### src/rtl/cache_ctrl_fsm.sv
// cache_ctrl_fsm: direct-mapped write-back write-allocate cache controller; CACHE_STATS_EN adds hit/miss counters
module cache_ctrl_fsm #(
  parameter int TAG_W = 5,
  parameter int INDEX_W = 3,
  parameter int OFFSET_W = 2,
  localparam int ADDR_W = TAG_W + INDEX_W + OFFSET_W
) (
  input  logic              clk,
  input  logic              reset,
  input  logic              cpu_read,
  input  logic              cpu_write,
  input  logic [ADDR_W-1:0] cpu_addr,
  output logic              cpu_busy,
  output logic              hit,
  output logic              data_we,
  output logic              refill_we,
  output logic [INDEX_W-1:0] line_index,
  output logic              mem_read,
  output logic              mem_write,
  output logic [ADDR_W-1:0] mem_addr,
  output logic              cnt_start,
  input  logic              cnt_done
`ifdef CACHE_STATS_EN
  ,
  output logic [15:0]       hit_count,
  output logic [15:0]       miss_count
`endif
);
  typedef enum logic [2:0] {IDLE, COMPARE, WB_START, WB_WAIT, AL_START, AL_WAIT} state_t;
  state_t state, next;
  logic [TAG_W-1:0] tags [2**INDEX_W];
  logic [2**INDEX_W-1:0] valid, dirty;
  logic [TAG_W-1:0] tag_q;
  logic [INDEX_W-1:0] idx_q;
  logic wr_q, match, req;
  logic unused_offset;
  assign unused_offset = ^cpu_addr[OFFSET_W-1:0];
  assign req = cpu_read | cpu_write;
  assign match = valid[idx_q] && tags[idx_q] == tag_q;
  assign cpu_busy = state != IDLE;
  assign line_index = idx_q;
  always_comb begin
    next = state;
    hit = 1'b0;
    data_we = 1'b0;
    refill_we = 1'b0;
    mem_read = 1'b0;
    mem_write = 1'b0;
    cnt_start = 1'b0;
    mem_addr = '0;
    case (state)
      IDLE: next = req ? COMPARE : IDLE;
      COMPARE: begin
        hit = match;
        data_we = match && wr_q;
        next = match ? IDLE : dirty[idx_q] ? WB_START : AL_START;
      end
      WB_START, WB_WAIT: begin
        cnt_start = state == WB_START;
        mem_write = 1'b1;
        mem_addr = {tags[idx_q], idx_q, {OFFSET_W{1'b0}}};
        next = state == WB_START ? WB_WAIT : cnt_done ? AL_START : WB_WAIT;
      end
      AL_START, AL_WAIT: begin
        cnt_start = state == AL_START;
        mem_read = 1'b1;
        mem_addr = {tag_q, idx_q, {OFFSET_W{1'b0}}};
        refill_we = state == AL_WAIT && cnt_done;
        next = state == AL_START ? AL_WAIT : cnt_done ? COMPARE : AL_WAIT;
      end
      default: next = IDLE;
    endcase
  end
  always_ff @(posedge clk) begin
    if (reset) begin
      state <= IDLE;
      valid <= '0;
      dirty <= '0;
      tag_q <= '0;
      idx_q <= '0;
      wr_q <= 1'b0;
      for (int i = 0; i < 2**INDEX_W; i++) tags[i] <= '0;
    end else begin
      state <= next;
      if (state == IDLE && req) begin
        tag_q <= cpu_addr[ADDR_W-1 -: TAG_W];
        idx_q <= cpu_addr[OFFSET_W +: INDEX_W];
        wr_q <= cpu_write;
      end
      if (state == COMPARE && match && wr_q) dirty[idx_q] <= 1'b1;
      if (state == WB_WAIT && cnt_done) dirty[idx_q] <= 1'b0;
      if (state == AL_WAIT && cnt_done) begin
        tags[idx_q] <= tag_q;
        valid[idx_q] <= 1'b1;
        dirty[idx_q] <= 1'b0;
      end
    end
  end
`ifdef CACHE_STATS_EN
  // refilled marks the re-compare after a refill so it is not counted as a hit
  logic refilled;
  always_ff @(posedge clk) begin
    if (reset) begin
      refilled <= 1'b0;
      hit_count <= '0;
      miss_count <= '0;
    end else begin
      refilled <= state == AL_WAIT && cnt_done ? 1'b1 : state == COMPARE ? 1'b0 : refilled;
      if (state == COMPARE && match && !refilled && hit_count != 16'hFFFF) hit_count <= hit_count + 16'd1;
      if (state == COMPARE && !match && miss_count != 16'hFFFF) miss_count <= miss_count + 16'd1;
    end
  end
`endif
endmodule

### config.mk
export PLATFORM = sky130hd
export DESIGN_NAME = cache_ctrl_fsm
export DESIGN_NICKNAME = d
export VERILOG_FILES = /design/src/rtl/cache_ctrl_fsm.sv
export SDC_FILE = /design/constraint.sdc
export NUM_CORES = 1
export LEC_CHECK = 0
export ABC_AREA = 1
export CORE_UTILIZATION = 44
export DETAILED_ROUTE_END_ITERATION = 8
export GPL_ROUTABILITY_DRIVEN = 0
export MAX_ROUTING_LAYER = met4
export SLEW_MARGIN = 5
export SYNTH_ARGS = -nofsm -noshare
export SYNTH_HDL_FRONTEND = slang
export SYNTH_SLANG_ARGS = --single-unit
### constraint.sdc
create_clock -name clk -period 1.9 [get_ports clk]
set_input_delay 0.19 -clock clk [delete_from_list [all_inputs] [get_ports clk]]
set_output_delay 0.19 -clock clk [all_outputs]
set_load 0.02 [all_outputs]
==> impl_metrics.py, run 1 <==
metrics = {
    "status": {
        "outcome": "finished, violations left",
        "violations": "negative setup slack",
    },
    "clock_network": {
        "cts.path.max_buffers": 2,
        "h-tree-depth": 3,
        "cts_tree": "yes",
        "postCtsHoldBufs": 0,
        "clock_latency_ns": 0.34,
        "cts_sinks": 71,
        "cts-root-buf": "clkbuf_8",
        "numCtsBuffers": 9,
        "cts.clk_slew.worst_paths_ns": 0.08,
    },
    "synth": {
        "netlist_area_um2": 3430,
        "syn_avg_cell_area_um2": 7.89,
        "yosys_warnings": 0,
        "synth_flop_cell": "edfxtp_1",
        "async_reset_ff_frac": 0,
        "ys_seq_elements": 71,
        "ys_seq_area_frac": 0.531,
        "synth_cells": 435,
        "ys_types": 28,
        "synth_edf_count": 40,
    },
    "route": {
        "drc": 0,
        "firstDrtPassIters": 4,
        "drt_iter0_drc": 102,
        "final_antenna_net_count": 0,
        "avgViaCountPerCell": 4.92,
        "avgRoutedWirePerCell_um": 14.1,
        "vias": 3072,
        "wl_um": 8820,
    },
    "global_routing": {
        "use_met3": 0.0396,
        "use_met1": 0.303,
        "use_met2": 0.378,
        "top_usage_layer": "met2",
        "grt_pass1_vias": 2960,
        "antenna_found_initial": 0,
        "grt_max_degree": 18,
        "grt_first_pass_wirelength_um": 14600,
        "overflow": 0,
        "track_usage": 0.238,
    },
    "timing": {
        "final.min_clock_period_ns": 2.22,
        "rsz0062_at_grt": "true",
        "hold_viol": 0,
        "fin_crit_sh": 1.17,
        "timing.final.ws_setup_ns": -0.319,
        "fin_skew_ns": 0.0108,
        "fmax_mhz": 451,
        "maxSlewViolCount": 0,
        "setup_viol": 6,
    },
    "critical_path": {
        "path_buf_inv": 3,
        "path_cells": "buf_8, nor2_2, nor2_1, o21ai_1, nand3_1, nand2_1, nand2_1, nand2_1, nand2_2, nor2_8, inv_4, nor4_4, buf_4",
        "crit_type": "reg2out",
        "cpLargestDelayFamily": "simple AND/OR/NAND/NOR gates",
        "endpoint_kind": "primary output",
        "crit_top_cell": "nand2_1",
        "cpMaxStageDelayCell": "dfxtp_4",
        "cpPeakStageDelay_ns": 0.37,
        "cp-start-kind": "flop",
        "cp_max_fo": 9,
        "worstPathRequired_ns": 1.71,
        "critPathArrivalTime_ns": 2.03,
    },
    "worst_hold_path": {
        "hold_class": "in2reg",
    },
    "finish": {
        "area_growth_syn_to_layout_pct": 34.7,
        "seqCellArea_um2": 1830,
        "multiInputGateArea_um2": 1440,
        "n_antenna_cell": 0,
        "final_cells": 624,
        "fillCellCount": 684,
        "final_layout_size_suffix_gt1_frac": 0.270,
        "num-nets-final": 535,
    },
    "floorplan": {
        "die_h_um": 90.3,
        "start_util": 0.463,
        "die_w_um": 90.3,
        "dieArea_um2": 8160,
        "ios": 35,
        "coreArea_um2": 7410,
        "rows": 31,
    },
    "pwr": {
        "pwr-share-clk": 0.200,
        "p_int_mw": 3.78,
        "leakage_nw": 2.01,
        "swShare": 0.399,
        "power_density_nw_per_um2": 1360,
        "irDropWorstVdd_mv": 0.682,
        "pwr-share-comb": 0.493,
        "seq_power_share": 0.307,
        "power_switching_mw": 2.51,
    },
    "placement": {
        "dp_hpwl_um": 6590,
        "dp_slack_ns": -0.486,
        "portBuffers": 30,
        "place_inst": 600,
    },
    "job": {
        "max-cap-violations": 0,
    },
}
==> worst register-to-register path, delay by kind of cell (launching register included) <==
family / cells / cell delay [ns]
compound gates: 2 / 0.20
buf+inv: 2 / 0.31
flops: 1 / 0.37
simple gates: 9 / 0.84
==> state kept, by name, summed over array words and instances (netlist names), named ones only <==
name,count
tag_q,5
tags,40
valid,8
dirty,8
wr_q,1
state,3
line_index,3
==> what timing repair did <==
item	in CTS	in global routing
buffers inserted	3	4
resized for setup	78	46
pin swaps	12	12
setup endpoints to repair	51	88
gates cloned	1	0
==> kinds of logic after synthesis <==
family,count (synthesis),synth area share
simple gates,215,0.268
buf+inv,85,0.104
flops,71,0.531
compound gates,63,0.0966
other cells,1,0.00109
==> metal layers <==
layer | up-vias | share of wire
li1 | 1568 | -
met1 | 1431 | 0.46
met2 | 63 | 0.49
met3 | 10 | 0.038
met4 | 0 | 0.011
met5 | - | 0
==> cells in the final DEF, fill, tap and decap left out, drive strengths merged <==
cell type	netlist	final
a21oi	22	22
a22oi	2	2
a31oi	1	1
and3	1	1
buf	9	73
bufinv	0	1
clkbuf	11	12
clkdlybuf4s15	0	1
clkdlybuf4s50	0	16
clkinv	2	5
clkinvlp	0	1
conb	1	2
dfxtp	31	31
dlygate4sd2	0	1
dlymetal6s2s	0	1
edfxtp	40	40
inv	63	63
nand2	97	97
nand3	34	34
nand4	8	8
nor2	68	68
nor3	6	6
nor4	1	1
o211ai	1	1
o21ai	31	31
o22ai	6	6
==> cell usage after synthesis (2+ instances only) <==
library cell,count,area (µm²)
buf_6,2,22.5
buf_2,2,10.0
inv_2,2,7.51
edfxtp_1,40,1200
clkbuf_1,11,41.3
nand2_1,95,357
a21oi_1,22,110
nand4_1,8,50.1
nand3_1,34,170
o21ai_1,5,25.0
a22oi_1,2,15.0
o22ai_1,6,37.5
inv_1,61,229
buf_4,5,37.5
dfxtp_1,31,621
clkinv_1,2,7.51
nand2_2,2,12.5
nor3_1,6,30.0
nor2_1,65,244
o21ai_0,26,130
==> through the flow <==
stage          setup TNS (ns)  power (mW)  instance area [µm²]  hold WS (ns)   util
2_1_floorplan         -0.0566        3.45                 3440         0.338      -
3_3_place_gp            -3.25        4.60                 4170         0.437  0.563
3_5_place_dp            -3.76        4.60                 4170         0.439  0.563
4_1_cts                -0.888        6.08                 4490         0.413  0.605
5_1_grt                 -1.85        6.67                 4620         0.459  0.624
6_report               -0.832        6.29                 4620         0.424  0.624
==> path summary, 6_finish.rpt <==
check	depth (start not counted)	endpoint	startpoint	slack, ns
min	3	wr_q	cpu_write	0.42
max reg2reg	13	dirty[0]	flop	0.11
min reg2reg	2	dirty[4]	dirty[4]	0.45
max	13	hit	flop	-0.32
==> power groups by stage <==
| stage | combinational, mW | clock [mW] | sequential [mW] |
|---|---|---|---|
| 3_3_place_gp | 2.66 | 0 | 1.93 |
| 5_1_grt | 3.38 | 1.34 | 1.95 |
| 4_1_cts | 2.89 | 1.27 | 1.92 |
| 3_5_place_dp | 2.67 | 0 | 1.94 |
| 2_1_floorplan | 1.50 | 0 | 1.95 |
| 6_report | 3.10 | 1.26 | 1.93 |
==> final cells by class <==
cell class | count | area share
clock buffers | 11 | 0.0328
clock inverters | 5 | 0.0122
inverters | 65 | 0.0539
multi-input cells | 280 | 0.311
flip-flops and latches | 71 | 0.397
well taps | 99 | 0.0268
repair buffers | 93 | 0.167
Note: power is estimated with default switching activity, not from simulation.
==> inputs of run 2 (changes only) <==
--- a/config.mk
+++ b/config.mk
@@ -10,6 +10,7 @@
 export DETAILED_ROUTE_END_ITERATION = 8
 export GPL_ROUTABILITY_DRIVEN = 0
 export MAX_ROUTING_LAYER = met4
+export SETUP_SLACK_MARGIN = 0.02
 export SLEW_MARGIN = 5
 export SYNTH_ARGS = -nofsm -noshare
 export SYNTH_HDL_FRONTEND = slang
==> run 2 against run 1 <==
Net effect:
- largest cell class unchanged
- the run still ends with negative setup slack left
- sequential cell count did not move
- setup slack got worse by 0.034 ns
- wire length rose by 7.2%
==> impl_metrics.py, run 2 (same netlist as run 1, synthesis figures left out) <==
metrics = {
    "status": {
        "outcome": "finished, violations left",
        "violations": "negative setup slack",
    },
    "timing": {
        "setup_viol": 5,
        "rsz0062_at_grt": "true",
        "final.min_clock_period_ns": 2.25,
        "fmax_mhz": 444,
        "timing.final.ws_setup_ns": -0.353,
        "fin_skew_ns": 0.00605,
        "hold_viol": 0,
        "fin_crit_sh": 1.19,
        "holdWs_ns": 0.430,
        "maxSlewViolCount": 0,
    },
    "finish": {
        "final_area_um2": 4830,
        "n_antenna_cell": 0,
        "num-nets-final": 540,
        "regMostFlops": "tags",
        "area_growth_syn_to_layout_pct": 40.8,
        "final_layout_size_suffix_gt1_frac": 0.323,
        "largest_reg_flops": 40,
        "layout_commonest_cell": "nand2_1",
        "layout_common_cells": "nand2_1 (73), buf_4 (61), inv_1 (57), nor2_1 (54), edfxtp_1 (40)",
        "fillCellCount": 613,
        "largestRegisters": "tags x40, dirty x8, valid x8",
    },
    "floorplan": {
        "die_h_um": 90.3,
        "die_w_um": 90.3,
        "dieArea_um2": 8160,
        "rows": 31,
        "ios": 35,
        "start_util": 0.463,
        "coreArea_um2": 7410,
    },
    "placement": {
        "portBuffers": 30,
        "dp_hpwl_um": 6870,
        "dpl_cell_area_um2": 4190,
        "dp_slack_ns": -0.522,
    },
    "clock_network": {
        "postCtsHoldBufs": 0,
        "numCtsBuffers": 9,
        "cts-root-buf": "clkbuf_8",
        "cts.path.max_buffers": 2,
        "h-tree-depth": 3,
        "clock_latency_ns": 0.35,
        "cts.clk_slew.worst_paths_ns": 0.08,
        "cts_tree": "yes",
        "cts_sinks": 71,
    },
    "worst_hold_path": {
        "hold_start": "cpu_write",
        "whs_path_depth": 3,
        "min_to": "wr_q",
        "hold_class": "in2reg",
    },
    "critical_path": {
        "cp_max_fo": 11,
        "reg2regPathDepth": 14,
        "endpoint_kind": "primary output",
        "crit_type": "reg2out",
        "cp-start-kind": "flop",
        "worstPathRequired_ns": 1.71,
        "critPathArrivalTime_ns": 2.06,
        "rrSetupSlack_ns": 0.02,
        "worst_r2r_endpoint": "dirty[6]",
    },
    "global_routing": {
        "grt_max_degree": 18,
        "overflow": 0,
        "track_usage": 0.248,
        "grt_first_pass_wirelength_um": 15300,
        "antenna_found_initial": 0,
        "grt_pass1_vias": 3120,
    },
    "route": {
        "firstDrtPassIters": 4,
        "avgViaCountPerCell": 5.04,
        "drt_iter0_drc": 139,
        "vias": 3171,
        "final_antenna_net_count": 0,
        "wl_um": 9460,
        "avgRoutedWirePerCell_um": 15.0,
        "drc": 0,
    },
    "job": {
        "max-cap-violations": 0,
    },
    "pwr": {
        "leakage_nw": 2.06,
        "power_mw": 6.76,
        "power_density_nw_per_um2": 1400,
        "irDropWorstVdd_mv": 0.629,
    },
}
run 2: final cells by class:
| class | instances | area [µm²] | share of cell area |
|---|---|---|---|
| clock inverters | 7 | 120 | 0.0249 |
| clock buffers | 9 | 124 | 0.0256 |
| flip-flops and latches | 71 | 1830 | 0.378 |
| inverters | 65 | 250 | 0.0518 |
| repair buffers | 98 | 835 | 0.173 |
| multi-input cells | 280 | 1550 | 0.321 |
| well taps | 99 | 124 | 0.0256 |
run 2: layer usage:
metal  wire length, µm  share of wire  track usage
met5                 0              0            -
met4               150          0.016       0.0820
met3               347          0.037       0.0370
met2              4710           0.50        0.417
met1              4250           0.45        0.307
run 2: repair_timing:
action                     CTS  global route
pin swaps                    7            11
gates cloned                 2             0
buffers inserted             3             6
setup endpoints to repair   46           104
gates resized for setup    103            53
run 2: per-stage QoR:
step,util,TNS (ns),cells
2_1_floorplan,-,0,436
3_3_place_gp,0.566,-1.72,602
3_5_place_dp,0.566,-1.66,602
4_1_cts,0.621,-0.801,623
5_1_grt,0.652,-2.19,629
6_report,0.652,-1.16,629
run 2: worst max-delay path by stage:
stage                   from  slack (ns)  cells past startpoint  endpoint
3_5_place_dp            flop       -0.52                     14       hit
2_1_floorplan  line_index[0]        0.03                     13       hit
5_1_grt                 flop       -0.47                     12       hit
6_report                flop       -0.35                     13       hit
4_1_cts                 flop       -0.36                     14       hit
3_3_place_gp            flop       -0.48                     14       hit
run 2: critical path: stages (launching register included):
cell     delay (ns)
dfxtp_4        0.38
buf_8          0.14
nor2_1         0.11
nor2_1         0.05
o21ai_1        0.11
nand3_2        0.11
nand2_1        0.09
nand2_1        0.06
nand2_1        0.07
nand2_2        0.09
nor2_8         0.13
inv_2          0.06
nor4_4         0.13
buf_4          0.18
run 2: report_power, final:
part / internal, mW / switching [mW] / leakage, nW
Combinational: 1.39 / 1.94 / 1.28
Clock: 0.876 / 0.612 / 0.120
Sequential: 1.80 / 0.136 / 0.668
Total: 4.07 / 2.69 / 2.06
==> inputs of run 3 (changes only) <==
--- a/config.mk
+++ b/config.mk
@@ -6,6 +6,7 @@
 export NUM_CORES = 1
 export LEC_CHECK = 0
 export ABC_AREA = 1
+export CAP_MARGIN = 20
 export CORE_UTILIZATION = 44
 export DETAILED_ROUTE_END_ITERATION = 8
 export GPL_ROUTABILITY_DRIVEN = 0
==> results of run 3 <==
Final layout, timing and power as in run 2 (identical DEF).
